--- src/rtl/scan_chain_ctrl.sv ---
// scan_chain_ctrl: sequences one scan chain through load, functional capture and unload into a result register
module scan_chain_ctrl #(
    parameter int CHAIN_LEN = 16,
    parameter int CNT_W     = 5
) (
    input  logic                 CK,
    input  logic                 RST,
    input  logic                 start,
    input  logic                 clr,
    input  logic [CHAIN_LEN-1:0] pattern_in,
    input  logic                 so,
    output logic                 se,
    output logic                 si,
    output logic                 chain_rn,
    output logic                 busy,
    output logic                 done,
    output logic [CHAIN_LEN-1:0] result_out
);
    typedef enum logic [2:0] {IDLE, CLEAR, LOAD, CAPTURE, UNLOAD, DONE} state_t;
    localparam logic [CNT_W-1:0] LAST = CNT_W'(CHAIN_LEN - 1);
    state_t state, state_n;
    logic [CNT_W-1:0] cnt, cnt_n;
    logic [CHAIN_LEN-1:0] shadow, shadow_n, result_n, sel;
    logic si_n;
    always_comb begin
        state_n  = state;
        shadow_n = shadow;
        result_n = result_out;
        sel      = CHAIN_LEN'(1) << (LAST - cnt);
        case (state)
            IDLE: if (start) begin
                state_n  = clr ? CLEAR : LOAD;
                shadow_n = pattern_in;
            end
            CLEAR:   state_n = LOAD;
            LOAD:    state_n = cnt == LAST ? CAPTURE : LOAD;
            CAPTURE: state_n = UNLOAD;
            UNLOAD: begin
                result_n = (result_out & ~sel) | ({CHAIN_LEN{so}} & sel);
                state_n  = cnt == LAST ? DONE : UNLOAD;
            end
            DONE:    state_n = IDLE;
            default: state_n = IDLE;
        endcase
        cnt_n = (state_n == state && (state == LOAD || state == UNLOAD)) ? cnt + CNT_W'(1) : '0;
        si_n  = state_n == LOAD && |(shadow_n & (CHAIN_LEN'(1) << (LAST - cnt_n)));
    end
    // chain controls are registered from next-state values so they line up with the state they belong to
    always_ff @(posedge CK) begin
        if (RST) begin
            state      <= IDLE;
            cnt        <= '0;
            shadow     <= '0;
            result_out <= '0;
            se         <= 1'b0;
            si         <= 1'b0;
            chain_rn   <= 1'b1;
            busy       <= 1'b0;
            done       <= 1'b0;
        end else begin
            state      <= state_n;
            cnt        <= cnt_n;
            shadow     <= shadow_n;
            result_out <= result_n;
            se         <= state_n == LOAD || state_n == UNLOAD;
            si         <= si_n;
            chain_rn   <= state_n != CLEAR;
            busy       <= state_n != IDLE;
            done       <= state_n == DONE;
        end
    end
endmodule

--- config.mk ---
export PLATFORM = sky130hd
export DESIGN_NAME = scan_chain_ctrl
export DESIGN_NICKNAME = d
export VERILOG_FILES = /design/src/rtl/scan_chain_ctrl.sv
export SDC_FILE = /design/constraint.sdc
export NUM_CORES = 1
export LEC_CHECK = 0
export CAP_MARGIN = 20
export CORE_ASPECT_RATIO = 1.4
export CORE_MARGIN = 5
export CORE_UTILIZATION = 46
export DETAILED_ROUTE_END_ITERATION = 16
export GPL_ROUTABILITY_DRIVEN = 0
export PLACE_DENSITY = 0.82
export SLEW_MARGIN = 20
export SYNTH_ARGS = -nofsm -noshare
export SYNTH_HDL_FRONTEND = slang
export SYNTH_SLANG_ARGS = --single-unit
--- constraint.sdc ---
create_clock -name CK -period 1.95 [get_ports CK]
set_input_delay 0.585 -clock CK [delete_from_list [all_inputs] [get_ports CK]]
set_output_delay 0.585 -clock CK [all_outputs]
set_load 0.1 [all_outputs]
==> results of run 1 <==
worst reg2reg max path, delay by kind of cell (launching register included):
kind / cells / cell delay, ns
muxes: 1 / 0.32
buffers and inverters: 1 / 0.18
and+or+nand+nor: 3 / 0.81
DFF: 1 / 0.34
AOI/OAI and AO/OA: 2 / 0.24
area by class of cell:
cell class / count / area [µm²]
clock buffer: 6 / 82.6
sequential: 45 / 903
inverter: 4 / 15.0
fill: 330 / 1390
multi-input combinational: 169 / 1120
clock inverter: 2 / 37.5
timing repair buffer: 70 / 837
tap: 62 / 77.6
per-layer routing:
layer  vias to the layer above  wire length, µm  track usage (%)
li1                        926                -                -
met1                       843             1900             20.0
met2                        53             2550             30.7
met3                        17              220             4.15
met4                         0              196             11.6
met5                         -                0                0
placed cells by master (no fill, tap or decap), drive strengths merged:
master	count
nor3	7
nor2b	6
clkdlybuf4s50	19
or2	2
a31oi	2
o32a	1
nor4b	1
o211a	2
xor2	3
nor2	36
nand3b	2
nand3	17
a21o	1
inv	4
a2111oi	1
bufinv	1
buf	51
a22oi	1
nand2b	2
mux2i	30
clkbuf	6
o22ai	3
a21oi	11
nor3b	2
ha	6
o311a	1
dfxtp	45
or4b	1
nand2	23
a211oi	1
mux2	3
o21ai	4
clkinvlp	1
kinds of logic after synthesis:
family          after synthesis  share of synthesized area (%)
mux                          33                           16.3
flops                        45                           43.6
fa+ha+maj                     6                           3.63
xor+xnor                      3                           1.27
buf+inv                      16                           3.87
compound gates               28                           8.89
simple gates                 99                           22.4
worst max path at each step:
stage	slack (ns)	to	cells after the start	start
4_1_cts	-0.07	si	7	state[2]
3_3_place_gp	-0.66	si	8	start
2_1_floorplan	-0.11	si	7	start
6_report	-0.04	si	7	state[1]
3_5_place_dp	-0.72	si	8	start
5_1_grt	-0.13	si	7	state[1]
through the flow:
| step | TNS, ns | area (µm²) | std cells | setup WS, ns |
|---|---|---|---|---|
| 6_report | -0.0356 | 3080 | 358 | -0.0356 |
| 5_1_grt | -0.133 | 3080 | 358 | -0.133 |
| 4_1_cts | -0.0727 | 3040 | 357 | -0.0727 |
| 3_5_place_dp | -2.41 | 2910 | 347 | -0.715 |
| 3_3_place_gp | -1.84 | 2910 | 347 | -0.658 |
| 2_1_floorplan | -0.114 | 2080 | 230 | -0.114 |
what timing repair did:
item | CTS | global route
pin swaps | 2 | 3
setup buffers | 2 | 1
resized for setup | 6 | 8
endpoints found under the setup margin | 1 | 1
hold endpoints to repair | 0 | 0
power breakdown:
part / internal (mW) / leakage (nW) / switching [mW]
logic: 0.198 / 0.857 / 0.203
clock network: 0.416 / 0.0574 / 0.308
registers: 0.956 / 0.367 / 0.0205
==> impl_results.md, run 1 <==
* Crit Reg-Reg Startpoint: state[1]
* Number of port buffers at 41
* Failing checks: setup timing
* Overall Global Routing Usage at 18.0%
* Fmax at 504 MHz
* Root Driver: clkbuf_8
* Power Density at 683 mW/mm²
* Final Cycle Share at 102%
* Net Count, Synth at 257
* DRT antenna net count at 0
* Syn Inst Count at 230
* Core area at 0.00446 mm²
* Mapped Avg Cell Area at 8.99 µm²
* Vias in the first global route at 1914
* Hold Path Class: reg2reg
* Initial DRC count at 96
* Post-Syn Area at 0.00207 mm²
* Worst slew pin tran at 0.649 ns
* Synth-to-Final Area Change at 48.8%
* Maximum VDD drop at 0.000561 V
* Chip width at 66.7 µm
* Layout Skew at 0.00694 ns
* Initial antenna violation count at 0
* CTS Hold Buffers Added at 0
* RSZ-0062 raised after global routing: true
* First drt pass iteration count at 4
* # diodes at 0
* Clk pin slew, worst setup/hold paths at 0.08 ns
* Synth cell count leaders: dfxtp_1, nor2_1, mux2i_1, nand2_1, nand3_1
* Fin. max-slew vios at 0
* WL per Instance at 13.6 µm
* Max FO, Critical Path at 5
* Die area at 0.00596 mm²
* Layout cells sized above 1 at 25.0%
* Initial core utilization at 46.3%
* Fin nets at 322
* Largest net degree at the start of global routing at 41
* Most common cell in the synthesized netlist: dfxtp_1
* Cell taking the most area after synthesis: dfxtp_1
* MaxCap Viol Count at 0
* WL final at 4.87 mm
* Crit-path leading delay family: simple AND/OR/NAND/NOR gates
* Drt drc at 0
* Rel. slew slack at 56.3%
* Number of top-level pins at 42
* Critical Path AT at 2.18 ns
* Yosys Warn Count at 0
* Register area share after synthesis at 43.6%
* Overall Power at 2.10 mW
* First-pass GRT wire length at 8.21 mm
* DPL Wire Length at 3.56 mm
* Crit path launch type: flip-flop
* Worst-path cell chain: nor4b_4, buf_6, mux2_4, nand3_2, or4b_1, a31oi_1, o22ai_1
* # setup viols final at 1
* Util after Layout at 69.0%
* CTS sink count at 45
* Pleak at 1.28 nW
* Post-synth EDFFs at 0
* Final hold viol count at 0
* Share of the synthesized area in the top cell type at 43.6%
* R2R depth at 7
* Clk buf depth at 2
* Buf/Inv on CP at 1
* WHS Endpoint: shadow[7]
* H-tree lvl count at 2
* R2R Path End: si
* Top_reg_cell synth: dfxtp_1
* Vias at 1839
* TritonCTS Buffers at 5
* Critical path class: reg2reg
* DIE HEIGHT at 89.3 µm
* Cells on Worst Hold Path at 2
* Async set-reset flop share out of synthesis at 0%
* Critical Path Max Stage Delay at 0.43 ns
* FF+latch count, synth at 45
* Synth area leaders: dfxtp_1, mux2i_1, nor2_1
* Fin crit period at 1.99 ns
* Fin Hold WS at 0.492 ns
* Vias/cell at 5.14
* Outcome: finished, violations left
* Grt total ovfl at 0
* Setup ws final at -0.0356 ns
* CP required at 2.14 ns
* Clk_lat worst skew at 0.30 ns
* CTS tree: done
* Hold_sp: shadow[7]
* FF-to-FF setup slack at -0.04 ns
* Setup crit end kind: flip-flop
* Critical path's slowest cell: or4b_1
* Row count at 29
* Yosys cell types at 37
Note: power is estimated with default switching activity, not from simulation.
==> run 2, diff against run 1 <==
Settings changed: CORE_UTILIZATION 46 to 35, PLACE_DENSITY 0.82 to 0.66.
==> run 2 against run 1 <==
Net effect:
- the run still ends with setup timing left
- utilization shrank 15 points
- register-to-register slack gained 0.03 ns
- clock-buffer cell count is the same
- hold slack gained 0.0046 ns
- flip-flop and latch count is the same
- design area grew 1.3%
- die area grew 27%
- largest power group unchanged
- worst setup slack gained 0.032 ns
- clock power grew 0.6%
- sequential power is essentially flat
- highest routed layer unchanged
- critical endpoint unchanged
- fmax grew 1.6%
==> impl_results.md, run 2 (synthesis gave the netlist of run 1 again) <==
* Layout cells sized above 1 at 25.6% (+0.59 points)
* Core area at 0.00582 mm² (+30%)
* Vias/cell at 4.88 (-5.1%)
* Most common cell after layout, fill and taps aside: dfxtp_1
* Dpl ws at -0.658 ns (+0.0573 ns)
* Layout Skew at 0.00668 ns (-0.000258 ns)
* MaxCap Viol Count at 0 (unchanged)
* Number of top-level pins at 42 (unchanged)
* Grt total ovfl at 0 (unchanged)
* Overall Global Routing Usage at 13.8% (-4.2 points)
* # diodes at 0 (unchanged)
* Hold Path Class: reg2reg
* Row count at 33 (+14%)
* Final Cycle Share at 100% (-1.6 points)
* Fmax at 512 MHz (+1.6%)
* Rel. slew slack at 63.6% (+7.3 points)
* FILL cells at 525 (+59%)
* Hold_sp: shadow[1]
* DIE HEIGHT at 101 µm (+13%)
* Clk pin slew, worst setup/hold paths at 0.08 ns (about the same)
* Failing checks: setup timing
* Initial DRC count at 72 (-25%)
* Chip width at 75.0 µm (+12%)
* Number of port buffers at 41 (unchanged)
* CTS sink count at 45 (unchanged)
* Crit path launch type: flip-flop
* WL per Instance at 13.8 µm (+1.3%)
* # setup viols final at 1 (unchanged)
* Die area at 0.00757 mm² (+27%)
* First-pass GRT wire length at 8.14 mm (-0.93%)
* Fin. max-slew vios at 0 (unchanged)
* Maximum VDD drop at 0.000423 V (-25%)
* Fin Hold WS at 0.496 ns (+0.00461 ns)
* TritonCTS Buffers at 5 (unchanged)
* RSZ-0062 raised after global routing: true
* Fin crit period at 1.95 ns (-0.0317 ns)
* Vias at 1790 (-2.7%)
* Pleak at 1.29 nW (+1.0%)
* DPL Wire Length at 3.72 mm (+4.4%)
* Clk_lat worst skew at 0.29 ns (about the same)
* Initial core utilization at 35.5% (-11 points)
* WL final at 5.05 mm (+3.8%)
* First drt pass iteration count at 4 (unchanged)
* Drt drc at 0 (unchanged)
* H-tree lvl count at 2 (unchanged)
* Largest net degree at the start of global routing at 27 (-34%)
* Critical path class: reg2reg
* CTS Hold Buffers Added at 0 (unchanged)
* Setup ws final at -0.00390 ns (+0.0317 ns)
* Root Driver: clkbuf_8
* Power Density at 677 mW/mm² (-0.88%)
* CTS tree: done
* Setup crit end kind: flip-flop
* Clk buf depth at 2 (unchanged)
* Initial antenna violation count at 0 (unchanged)
* Max FO, Critical Path at 6 (+1)
* Vias in the first global route at 1799 (-6.0%)
* Worst Setup SP: state[2]
* Fin nets at 323 (+0.31%)
* Worst slew pin tran at 0.544 ns (-0.105 ns)
* Overall Power at 2.11 mW (+0.45%)
* Final hold viol count at 0 (unchanged)
* DRT antenna net count at 0 (unchanged)
* CP required at 2.13 ns (about the same)
* Crit Reg-Reg Startpoint: state[2]
* Commonest cells after routing, fill and taps aside: dfxtp_1, nor2_1, buf_4
* Critical Path AT at 2.14 ns (-0.04 ns)
* Synth-to-Final Area Change at 50.8%
* Outcome: finished, violations left
## run 2: cell types whose count changed in the layout (fill, tap and decap cells not counted), sizes merged
cell	delta
buf	+1
## run 2: path summary, 6_finish.rpt
| kind | depth (start not counted) | slack [ns] | end |
|---|---|---|---|
| max | 7 | -0.004 | si |
| min | 2 | 0.50 | shadow[1] |
| max reg2reg | 7 | -0.004 | si |
| min reg2reg | 2 | 0.50 | shadow[1] |
## run 2: power breakdown
part	internal [mW]	total [mW]	switching, mW	leakage (nW)
clock network	0.417	0.728	0.311	0.0574
logic	0.199	0.406	0.207	0.870
registers	0.956	0.977	0.0209	0.368
total	1.57	2.11	0.539	1.29
## run 2: repair_timing
action	4_1_cts	5_1_grt
buffers inserted	2	0
gates resized for setup	8	11
endpoints found under the hold margin	0	0
setup endpoints to repair	1	1
pin swaps	4	5
## run 2: critical path: stages, from the launching register on
cell and delay, ns:
dfxtp_2 0.34, nor4b_4 0.27, buf_6 0.17, mux2_4 0.32, nand3_2 0.07, or4b_1 0.42, a31oi_1 0.15, o22ai_1 0.09
## run 2: per-layer routing
metal  vias to the layer above  share of wire [%]  GRT usage (%)
met1                       801                 41           16.3
met4                         0                3.0           4.93
met3                        15                4.7           2.99
met5                         -                  0              0
met2                        50                 51           24.0
li1                        924                  -              -
## run 2: layout make-up
class / count / area, µm² / share of cell area, %
Inverter: 4 / 15.0 / 0.481
Clock buffer: 6 / 82.6 / 2.65
Multi-Input combinational cell: 169 / 1150 / 36.8
Sequential cell: 45 / 905 / 29.0
Timing Repair Buffer: 71 / 845 / 27.1
Clock inverter: 2 / 37.5 / 1.20
Tap cell: 70 / 87.6 / 2.81
## run 2: stage by stage
stage	cells	instance area [µm²]	utilization (%)	TNS [ns]
global route	367	3120	53.6	-0.0900
global placement	358	2940	50.5	-2.30
finish	367	3120	53.6	-0.00390
floorplan	230	2080	-	-0.114
CTS	368	3080	52.8	-0.0399
detailed placement	358	2940	50.5	-2.93
==> run 3, diff against run 2 <==
Settings changed: SLEW_MARGIN 20 to unset.
==> results of run 3 <==
The final DEF is identical to that of run 2; final timing and power are the same.
